==> config.mk <==
export PLATFORM = sky130hd
export DESIGN_NAME = seg7_scan_ctrl_flat
export DESIGN_NICKNAME = d
export VERILOG_FILES = /design/src/rtl/seg7_pkg.sv /design/src/rtl/seg7_scan_ctrl_if.sv /design/src/rtl/seg7_tick_gen.sv /design/src/rtl/seg7_scan_ctrl.sv /design/src/flat_wrapper.sv
export SDC_FILE = /design/constraint.sdc
export NUM_CORES = 1
export LEC_CHECK = 0
export ABC_AREA = 0
export CAP_MARGIN = 20
export CORE_MARGIN = 3
export CORE_UTILIZATION = 40
export CTS_CLUSTER_DIAMETER = 60
export DETAILED_ROUTE_END_ITERATION = 8
export SLEW_MARGIN = 20
export SYNTH_ARGS = -nofsm -noshare
export SYNTH_HDL_FRONTEND = slang
export SYNTH_HIERARCHICAL = 1
export SYNTH_SLANG_ARGS = --single-unit
==> constraint.sdc <==
create_clock -name clk -period 5.08 [get_ports clk]
set_clock_uncertainty 0.1 [all_clocks]
set_input_delay 1.27 -clock clk [delete_from_list [all_inputs] [get_ports clk]]
set_output_delay 1.27 -clock clk [all_outputs]
set_load 0.02 [all_outputs]
==> src/rtl/seg7_pkg.sv <==
// Shared types and glyph table for the multiplexed 7-segment display controller.
package seg7_pkg;

  // Active-high glyphs, bit 0 = segment a, bit 6 = segment g.
  localparam logic [6:0] HEX_FONT [16] = '{
    7'h3F, 7'h06, 7'h5B, 7'h4F, 7'h66, 7'h6D, 7'h7D, 7'h07,
    7'h7F, 7'h6F, 7'h77, 7'h7C, 7'h39, 7'h5E, 7'h79, 7'h71
  };

  typedef struct packed {
    logic       raw;
    logic       dp;
    logic [6:0] data;
  } seg7_entry_t;

  localparam seg7_entry_t SEG7_BLANK = '{raw: 1'b1, dp: 1'b0, data: 7'd0};

  // Returns {dp, seg} for one stored entry.
  function automatic logic [7:0] seg7_decode(seg7_entry_t e);
    if (e.raw) return {e.dp, e.data};
    return {e.dp, HEX_FONT[e.data[3:0]]};
  endfunction

endpackage

==> src/rtl/seg7_scan_ctrl_if.sv <==
// Host write port of the 7-segment scan controller.
interface seg7_scan_ctrl_if #(
  parameter int ADDR_W = 2
);
  // Valid-only port: wr_en qualifies wr_addr/wr_data/wr_raw for exactly one
  // clk; there is no ready, every strobed write is taken on that edge.
  logic              wr_en;
  logic [ADDR_W-1:0] wr_addr;
  logic [7:0]        wr_data;
  logic              wr_raw;

  modport master (output wr_en, wr_addr, wr_data, wr_raw);
  modport slave  (input  wr_en, wr_addr, wr_data, wr_raw);
endinterface

==> src/rtl/seg7_tick_gen.sv <==
// Prescaler: one-cycle tick-enable every DIV clk cycles (DIV >= 1).
module seg7_tick_gen #(
  parameter int DIV = 4
) (
  input  logic clk,
  input  logic rst,
  output logic tick
);

  localparam int CW = (DIV > 1) ? $clog2(DIV) : 1;

  logic [CW-1:0] cnt;

  assign tick = (cnt == CW'(DIV - 1));

  always_ff @(posedge clk or negedge rst) begin
    if (!rst)      cnt <= '0;
    else if (tick) cnt <= '0;
    else           cnt <= cnt + 1'b1;
  end

endmodule

==> src/rtl/seg7_scan_ctrl.sv <==
// N-digit multiplexed 7-segment scanner with hex/raw entries and PWM brightness.
// Define SEG7_LZB_EN to build in leading-zero blanking.
module seg7_scan_ctrl #(
  parameter int NUM_DIGITS = 4,
  parameter int CLK_FREQ   = 50_000_000,
  parameter int SCAN_FREQ  = 1000,
  parameter int BRIGHT_W   = 4,
  parameter int ACTIVE_LOW = 1
) (
  input  logic                  clk,
  input  logic                  rst,
  seg7_scan_ctrl_if.slave       wr,
  input  logic [BRIGHT_W-1:0]   brightness,
  output logic [NUM_DIGITS-1:0] digit_en,
  output logic [6:0]            seg,
  output logic                  dp
);
  import seg7_pkg::*;

  localparam int IDX_W = $clog2(NUM_DIGITS);
  localparam int P_RAW = CLK_FREQ / (SCAN_FREQ * (2 ** BRIGHT_W));
  localparam int P     = (P_RAW < 1) ? 1 : P_RAW;

  logic                  tick;
  logic [BRIGHT_W-1:0]   pwm_cnt;
  logic [IDX_W-1:0]      scan_idx;
  seg7_entry_t           entry_q [NUM_DIGITS];
  seg7_entry_t           cur;
  logic [6:0]            cur_seg;
  logic                  cur_dp;
  logic                  suppress;
  logic                  lit;
  logic [6:0]            seg_q;
  logic                  dp_q;
  logic [NUM_DIGITS-1:0] en_q;

  seg7_tick_gen #(.DIV(P)) u_tick (
    .clk  (clk),
    .rst  (rst),
    .tick (tick)
  );

  // One digit slot is a full PWM period; the digit advances on the wrap.
  always_ff @(posedge clk or negedge rst) begin
    if (!rst) begin
      pwm_cnt  <= '0;
      scan_idx <= '0;
    end else if (tick) begin
      pwm_cnt <= pwm_cnt + 1'b1;
      if (pwm_cnt == '1)
        scan_idx <= (scan_idx == IDX_W'(NUM_DIGITS - 1)) ? '0 : scan_idx + 1'b1;
    end
  end

  always_ff @(posedge clk or negedge rst) begin
    if (!rst) begin
      for (int i = 0; i < NUM_DIGITS; i++) entry_q[i] <= SEG7_BLANK;
    end else if (wr.wr_en && (int'(wr.wr_addr) < NUM_DIGITS)) begin
      entry_q[wr.wr_addr] <= '{raw: wr.wr_raw, dp: wr.wr_data[7], data: wr.wr_data[6:0]};
    end
  end

  always_comb begin
    cur               = entry_q[scan_idx];
    {cur_dp, cur_seg} = seg7_decode(cur);
  end

`ifdef SEG7_LZB_EN
  // zero_run[d]: digit d and every digit above it are hex zeros without dp.
  logic [NUM_DIGITS-1:0] zero_run;
  logic                  run;

  always_comb begin
    run      = 1'b1;
    zero_run = '0;
    for (int d = NUM_DIGITS - 1; d >= 0; d--) begin
      run = run && !entry_q[d].raw && !entry_q[d].dp && (entry_q[d].data[3:0] == 4'd0);
      zero_run[d] = run;
    end
  end

  assign suppress = (scan_idx != '0) && zero_run[scan_idx];
`else
  assign suppress = 1'b0;
`endif

  assign lit = (pwm_cnt < brightness) && ((cur_seg != 7'd0) || cur_dp) && !suppress;

  always_ff @(posedge clk or negedge rst) begin
    if (!rst) begin
      seg_q <= '0;
      dp_q  <= 1'b0;
      en_q  <= '0;
    end else begin
      seg_q <= cur_seg;
      dp_q  <= cur_dp;
      en_q  <= lit ? (NUM_DIGITS'(1) << scan_idx) : '0;
    end
  end

  assign seg      = (ACTIVE_LOW != 0) ? ~seg_q : seg_q;
  assign dp       = (ACTIVE_LOW != 0) ? ~dp_q  : dp_q;
  assign digit_en = (ACTIVE_LOW != 0) ? ~en_q  : en_q;

endmodule

==> src/flat_wrapper.sv <==
// flat-port wrapper written by rule: the top's interface ports become plain ports
module seg7_scan_ctrl_flat import seg7_pkg::*;
#(
  parameter int NUM_DIGITS = 4,
  parameter int CLK_FREQ   = 50_000_000,
  parameter int SCAN_FREQ  = 1000,
  parameter int BRIGHT_W   = 4,
  parameter int ACTIVE_LOW = 1
)
  (clk, rst, brightness, digit_en, seg, dp, wr_wr_en, wr_wr_addr, wr_wr_data, wr_wr_raw);
  seg7_scan_ctrl_if #(.ADDR_W(2)) wr_i ();
  input  logic clk;
  input  logic rst;
  input  logic [BRIGHT_W-1:0] brightness;
  output logic [NUM_DIGITS-1:0] digit_en;
  output logic [6:0] seg;
  output logic dp;
  input wire logic [$bits(wr_i.wr_en)-1:0] wr_wr_en;
  input wire logic [$bits(wr_i.wr_addr)-1:0] wr_wr_addr;
  input wire logic [$bits(wr_i.wr_data)-1:0] wr_wr_data;
  input wire logic [$bits(wr_i.wr_raw)-1:0] wr_wr_raw;
  assign wr_i.wr_en = wr_wr_en;
  assign wr_i.wr_addr = wr_wr_addr;
  assign wr_i.wr_data = wr_wr_data;
  assign wr_i.wr_raw = wr_wr_raw;
  seg7_scan_ctrl #(.NUM_DIGITS(NUM_DIGITS), .CLK_FREQ(CLK_FREQ), .SCAN_FREQ(SCAN_FREQ), .BRIGHT_W(BRIGHT_W), .ACTIVE_LOW(ACTIVE_LOW)) u_core (.clk(clk), .rst(rst), .wr(wr_i), .brightness(brightness), .digit_en(digit_en), .seg(seg), .dp(dp));
endmodule
==> results of run 1 <==
## critical path: cells and delay by family, from the launching register on
family | cells | cell delay [ps]
AO/OA/AOI/OAI | 3 | 750
adder cells (fa/ha/maj) | 1 | 270
buffers and inverters | 1 | 170
flip-flops | 1 | 750
multiplexers | 1 | 660
AND/OR/NAND/NOR | 1 | 360
## path summary, 6_finish.rpt
check | end | depth (start not counted) | slack [ps] | from
worst min-delay path | u_core/u_tick/cnt[6]$_DFF_PN0_ | 1 | 400 | u_core/u_tick/cnt[6]$_DFF_PN0_
max in group asynchronous | u_core/entry_q[17]$_DFFE_PN1P_ | 2 | 2990 | rst
min in group asynchronous | u_core/u_tick/cnt[1]$_DFF_PN0_ | 1 | 960 | rst
worst max-delay path | u_core/en_q[0]$_DFF_PN0_ | 7 | 1890 | u_core/scan_idx[0]$_DFFE_PN0P_
worst min register to register | u_core/u_tick/cnt[6]$_DFF_PN0_ | 1 | 400 | u_core/u_tick/cnt[6]$_DFF_PN0_
worst max register to register | u_core/en_q[0]$_DFF_PN0_ | 7 | 1890 | u_core/scan_idx[0]$_DFFE_PN0P_
## cell families after synthesis
| family | Yosys count | share of synthesized area [%] |
|---|---|---|
| compound gates | 34 | 7.21 |
| xor+xnor | 14 | 3.53 |
| fa+ha+maj | 17 | 6.13 |
| buf+inv | 33 | 3.89 |
| flops | 66 | 47.7 |
| mux | 52 | 20.7 |
| simple gates | 57 | 10.8 |
## sequential cells by signal, summed over array words and instances, names as in the netlist
signal / flops
u_core/dp_q: 1
u_core/pwm_cnt: 4
u_core/scan_idx: 2
u_core/u_tick/cnt: 12
u_core/en_q: 4
u_core/seg_q: 7
u_core/entry_q: 36
## power by group through the flow
stage               combinational [mW]  clock, mW  sequential, mW
floorplan                        0.232          0           0.637
global placement                 0.331          0           0.648
detailed placement               0.332          0           0.650
CTS                              0.333      0.569           0.640
global route                     0.360      0.588           0.648
finish                           0.329      0.550           0.640
## synth_stat cells (2+ instances only)
cell type and instances:
nand2b_1 4, o31ai_1 3, nand4b_1 2, nor3b_1 2, nand3b_1 3, nor2b_1 8, a21oi_2 2, nor3_1 3
inv_1 27, nor4_4 2, nand3_1 6, nand2_1 6, buf_2 3, xnor2_1 9, dfstp_2 4, mux4_1 6
dfrtp_1 62, nand4_1 4, a21o_2 2, a21oi_1 8, nor2_1 8, mux4_2 4, a21o_1 3, mux2_2 40
ha_1 17, mux2i_1 2, xor2_1 5, o21ai_0 9, clkbuf_1 2
## final cells by class
cell class / instances / area share [%]
Clock buffer: 11 / 3.67
Clock inverter: 5 / 2.43
Inverter: 27 / 2.46
Multi-Input combinational cell: 174 / 40.8
Sequential cell: 66 / 40.2
Tap cell: 105 / 3.19
Timing Repair Buffer: 31 / 7.29
## cells in the final DEF (no fill, tap or decap), drive strengths merged, types with 3 or more instances in the layout
cell           instances
nand4                  4
dfstp                  4
o21ai                  9
bufinv                 3
clkdlybuf4s50         28
nand2                  6
xor2                   5
mux2                  40
nand3b                 3
mux4                  10
inv                   27
nor2b                  8
dfrtp                 62
nor3                   3
a21oi                 10
a21o                   5
nand3                  7
xnor2                  9
nand2b                 4
clkbuf                11
buf                    3
o31ai                  3
nor2                   8
ha                    17
## through the flow
step	util, %	cells	cell area, um2
detailed placement	46.4	403	3870
floorplan	-	273	3470
CTS	49.4	419	4120
global placement	46.4	403	3870
global route	49.4	419	4120
finish	49.4	419	4120
## per-layer routing
layer | track usage [%] | share of wire (%)
met5 | 0 | 0
met2 | 20.7 | 47
met1 | 18.5 | 48
met4 | 6.93 | 2.5
met3 | 2.38 | 3.0
==> metrics.cfg, run 1 <==
[run_status]
outcome = finished, final reports clean

[sta]
rsz0062_at_grt = false
timing.hold.ws_ps = 398
setup_violations = 0
fmax_ghz = 0.313
max_slew_margin_pct = 39.5
slew_violations = 0
tightest_slew_ps = 908
hold_viol = 0
min_period_ps = 3190
tns_ps = 0
timing.final.crit_share_pct = 62.8
setup_ws_ps = 1890

[power]
finalPower_mw = 1.52
swShare_pct = 25.7
leakage_nw = 1.81
irDropWorstVdd_mv = 0.146
p_sw_uw = 390
power_frac_clock_pct = 36.2
p_comb_share_pct = 21.7
power.internal_mw = 1.13
power_frac_seq_pct = 42.1
power_density_nw_per_um2 = 369

[clocking]
cts_sinks = 66
clockRootBuffer = clkbuf_8
clk_pin_slew_ps = 70
ctsHoldBuffers = 0
cts_tree = built
clk_latency_ps = 340
cts_resized = 0
postCtsSetupBuffers = 0
htreeDepth = 3
cts_buffers = 9
clk_path_buf_depth = 2

[place]
post-dp-hpwl_um = 4290
portBuffers = 29
routabilityCongestion = 0.879
dp_worst_setup_slack_ps = 1850

[floorplan]
fp.dieH_um = 99.2
die_w_um = 99.2
die_area_um2 = 9830
rows = 33
start_util_pct = 41.6
design.core.area_um2 = 8340
num_io_pins = 30

[setup_path]
end_kind = flop
max_stage_delay_ps = 750
crit_type = reg -> reg
start_kind = flop
path_cells = mux4_2 -> inv_1 -> ha_1 -> or3b_1 -> a2111o_1 -> a21oi_2 -> a21oi_1
required_ps = 5190
cp.arrival_ps = 3300
worstPathMaxFanout = 14
crit_slowest_cell = dfrtp_1

[cells_and_area]
drive_above_1_share_pct = 25.8
multi_input_area_um2 = 1680
antenna_cells = 0
nets = 344
num-fill-cells = 762
area_growth_pct = 18.7
regArea_um2 = 1660

[synthesis]
synth_cells = 273
yosysSeqAreaShare_pct = 47.7
ys.flop_type = dfrtp_1
netlist_top_cells_area = dfrtp_1 45%, mux2_2 13%, ha_1 6.1%
ys_types = 46
synth_async_sr_flop_share_pct = 100
yosys_warnings = 6
syn_area_um2 = 3470
syn-mean-instance-area_um2 = 12.7
yosys_register_bits = 66
synth_top_area_share_pct = 44.7
synth_nets = 308
synth_edf_count = 0
yosysTopAreaCell = dfrtp_1

[routing]
vias = 2174
drt_iter0_markers = 69
drc = 0
routed_wl_um = 6090
dr.pass1.iters = 4
drtAntennaViolNets = 0
wl_per_cell_um = 14.5
drt-vias-per-instance = 5.19

[global_route]
gr-total-overflow = 0
grt_pass1_vias = 2179
grt_pass1_wl_um = 10500
track_usage_pct = 13.5
antenna_found_initial = 0
grt_max_degree = 42

[job]
maxCapViolCount = 0

[min_path]
hp-class = reg -> reg

No activity file was read; power rests on OpenSTA's default activity.
==> inputs of run 2 (changes only) <==
==> constraint.sdc (replaced) <==
create_clock -name clk -period 2.85 [get_ports clk]
set_clock_uncertainty 0.1 [all_clocks]
set_input_delay 0.7125 -clock clk [delete_from_list [all_inputs] [get_ports clk]]
set_output_delay 0.7125 -clock clk [all_outputs]
set_load 0.02 [all_outputs]
==> run 2 against run 1 <==
  * Setup slack worse by 1700 ps
  * Die area stayed put
  * Highest routed layer unchanged
  * Total power is 69% higher
  * Largest power group unchanged
  * Critical path depth stayed put
  * First-iteration DRC count is 20% lower
  * Sequential share of layout area is 0.48 points lower
  * Combinational power is 89% higher
  * Hold slack worse by 140 ps
  * Critical path type unchanged
  * Largest cell class unchanged
  * Via count is 1.8% higher
==> metrics.cfg, run 2 (synthesis gave the netlist of run 1 again) <==
[clocking]
clockRootBuffer = clkbuf_8
clk_pin_slew_ps = 70
clk_latency_ps = 330
htreeDepth = 3
cts_buffers = 9
postCtsSetupBuffers = 0
clk_path_buf_depth = 2
cts_tree = built
cts_sinks = 66

[floorplan]
fp.dieH_um = 99.2
design.core.area_um2 = 8340
die_w_um = 99.2
rows = 33
num_io_pins = 30
die_area_um2 = 9830
start_util_pct = 41.6

[setup_path]
critical_path.startpoint = u_core/scan_idx[0]$_DFFE_PN0P_
crit_type = reg -> reg
worstPathMaxFanout = 6
r2r-start = u_core/scan_idx[0]$_DFFE_PN0P_
end_kind = flop
path_delay_family = compound AO/OA/AOI/OAI gates
path_cells = mux4_2 -> inv_1 -> ha_1 -> or3b_1 -> a2111o_1 -> a21oi_2 -> a21oi_1
start_kind = flop
path_depth = 7
crit_end = u_core/en_q[3]$_DFF_PN0_
required_ps = 2950
crit_slowest_cell = mux4_2
rr_worst_depth = 7
cp.arrival_ps = 2760
r2r_slack_ps = 190
max_stage_delay_ps = 540
r2r-end = u_core/en_q[3]$_DFF_PN0_
cp_num_buf_inv = 1

[cells_and_area]
num-fill-cells = 783
final_common_cell = dfrtp_1
nets = 355
layout_common_cells = 61 x dfrtp_1, 40 x mux2_2, 28 x clkdlybuf4s50_1
area_growth_pct = 20.2
largest_reg_flops = 36
regMostFlops = u_core/entry_q
antenna_cells = 0
reg.largest.list = u_core/entry_q x36, u_core/u_tick/cnt x12, u_core/seg_q x7
drive_above_1_share_pct = 28.0
final_util_pct = 50.0

[power]
p_sw_uw = 679
power_density_nw_per_um2 = 615
power_frac_clock_pct = 31.2
swShare_pct = 26.4
power_frac_seq_pct = 44.6
leakage_nw = 1.84
irDropWorstVdd_mv = 0.245
power.internal_mw = 1.89
p_comb_share_pct = 24.2

[sta]
hold_viol = 0
rsz0062_at_grt = false
min_period_ps = 2660
tns_ps = 0
fmax_ghz = 0.376
max_slew_margin_pct = 62.9
setup_violations = 0
timing.final.crit_share_pct = 93.2
timing.hold.ws_ps = 258
tightest_slew_ps = 555
slew_violations = 0

[place]
post-dp-hpwl_um = 4760
routabilityCongestion = 0.872
portBuffers = 29

[global_route]
grt_pass1_wl_um = 10800
grt_max_degree = 45
track_usage_pct = 14.0
gr-total-overflow = 0
antenna_found_initial = 0
grt_pass1_vias = 2211

[routing]
drtAntennaViolNets = 0
wl_per_cell_um = 14.8
vias = 2214
drt-vias-per-instance = 5.15
routed_wl_um = 6350
drc = 0
drt_iter0_markers = 55
dr.pass1.iters = 4

[job]
maxCapViolCount = 0

[run_status]
outcome = finished, final reports clean

[min_path]
hp-class = in -> async

[run 2: cell type report]
| type | instances | area (um2) | area share (%) |
|---|---|---|---|
| inverter | 27 | 101 | 2.43 |
| clock buffer | 14 | 173 | 4.14 |
| multi-input combinational | 174 | 1680 | 40.3 |
| sequential | 66 | 1660 | 39.7 |
| tap | 105 | 131 | 3.15 |
| clock inverter | 2 | 35.0 | 0.839 |
| timing repair buffer | 42 | 395 | 9.47 |
[run 2: what timing repair did]
action,4_1_cts,5_1_grt
resized for setup,0,1
endpoints found under the setup margin,0,4
hold buffers,0,0
[run 2: worst min path at each step]
stage / to / depth (start not counted)
floorplan: u_core/dp_q$_DFF_PN0_ / 0
global placement: u_core/entry_q[15]$_DFFE_PN0P_ / 1
finish: u_core/u_tick/cnt[0]$_DFF_PN0_ / 1
detailed placement: u_core/entry_q[6]$_DFFE_PN0P_ / 1
CTS: u_core/u_tick/cnt[8]$_DFF_PN0_ / 1
global route: u_core/u_tick/cnt[0]$_DFF_PN0_ / 1
[run 2: power by group through the flow]
| stage | registers (mW) | clock network (mW) | logic [mW] |
|---|---|---|---|
| after floorplan | 1.13 | 0 | 0.414 |
| after global placement | 1.16 | 0 | 0.626 |
| after detailed placement | 1.16 | 0 | 0.630 |
| after CTS | 1.15 | 0.832 | 0.631 |
| after global routing | 1.16 | 0.862 | 0.680 |
| final | 1.14 | 0.800 | 0.622 |
[run 2: layer usage]
layer,track usage [%],vias to the layer above,routed length [um],share of wire (%)
li1,-,1071,-,-
met1,18.8,1105,3000,47
met2,22.2,30,3100,49
met3,3.58,8,164,2.6
met4,5.04,0,88,1.4
met5,0,-,0,0
[run 2: through the flow]
stage	setup WS (ps)	cell area [um2]	power, mW	std cells
final	193	4170	2.57	430
after detailed placement	116	3970	1.79	414
after global routing	46.0	4170	2.71	430
after global placement	194	3970	1.78	414
after floorplan	62.3	3470	1.55	273
after CTS	116	4170	2.61	430
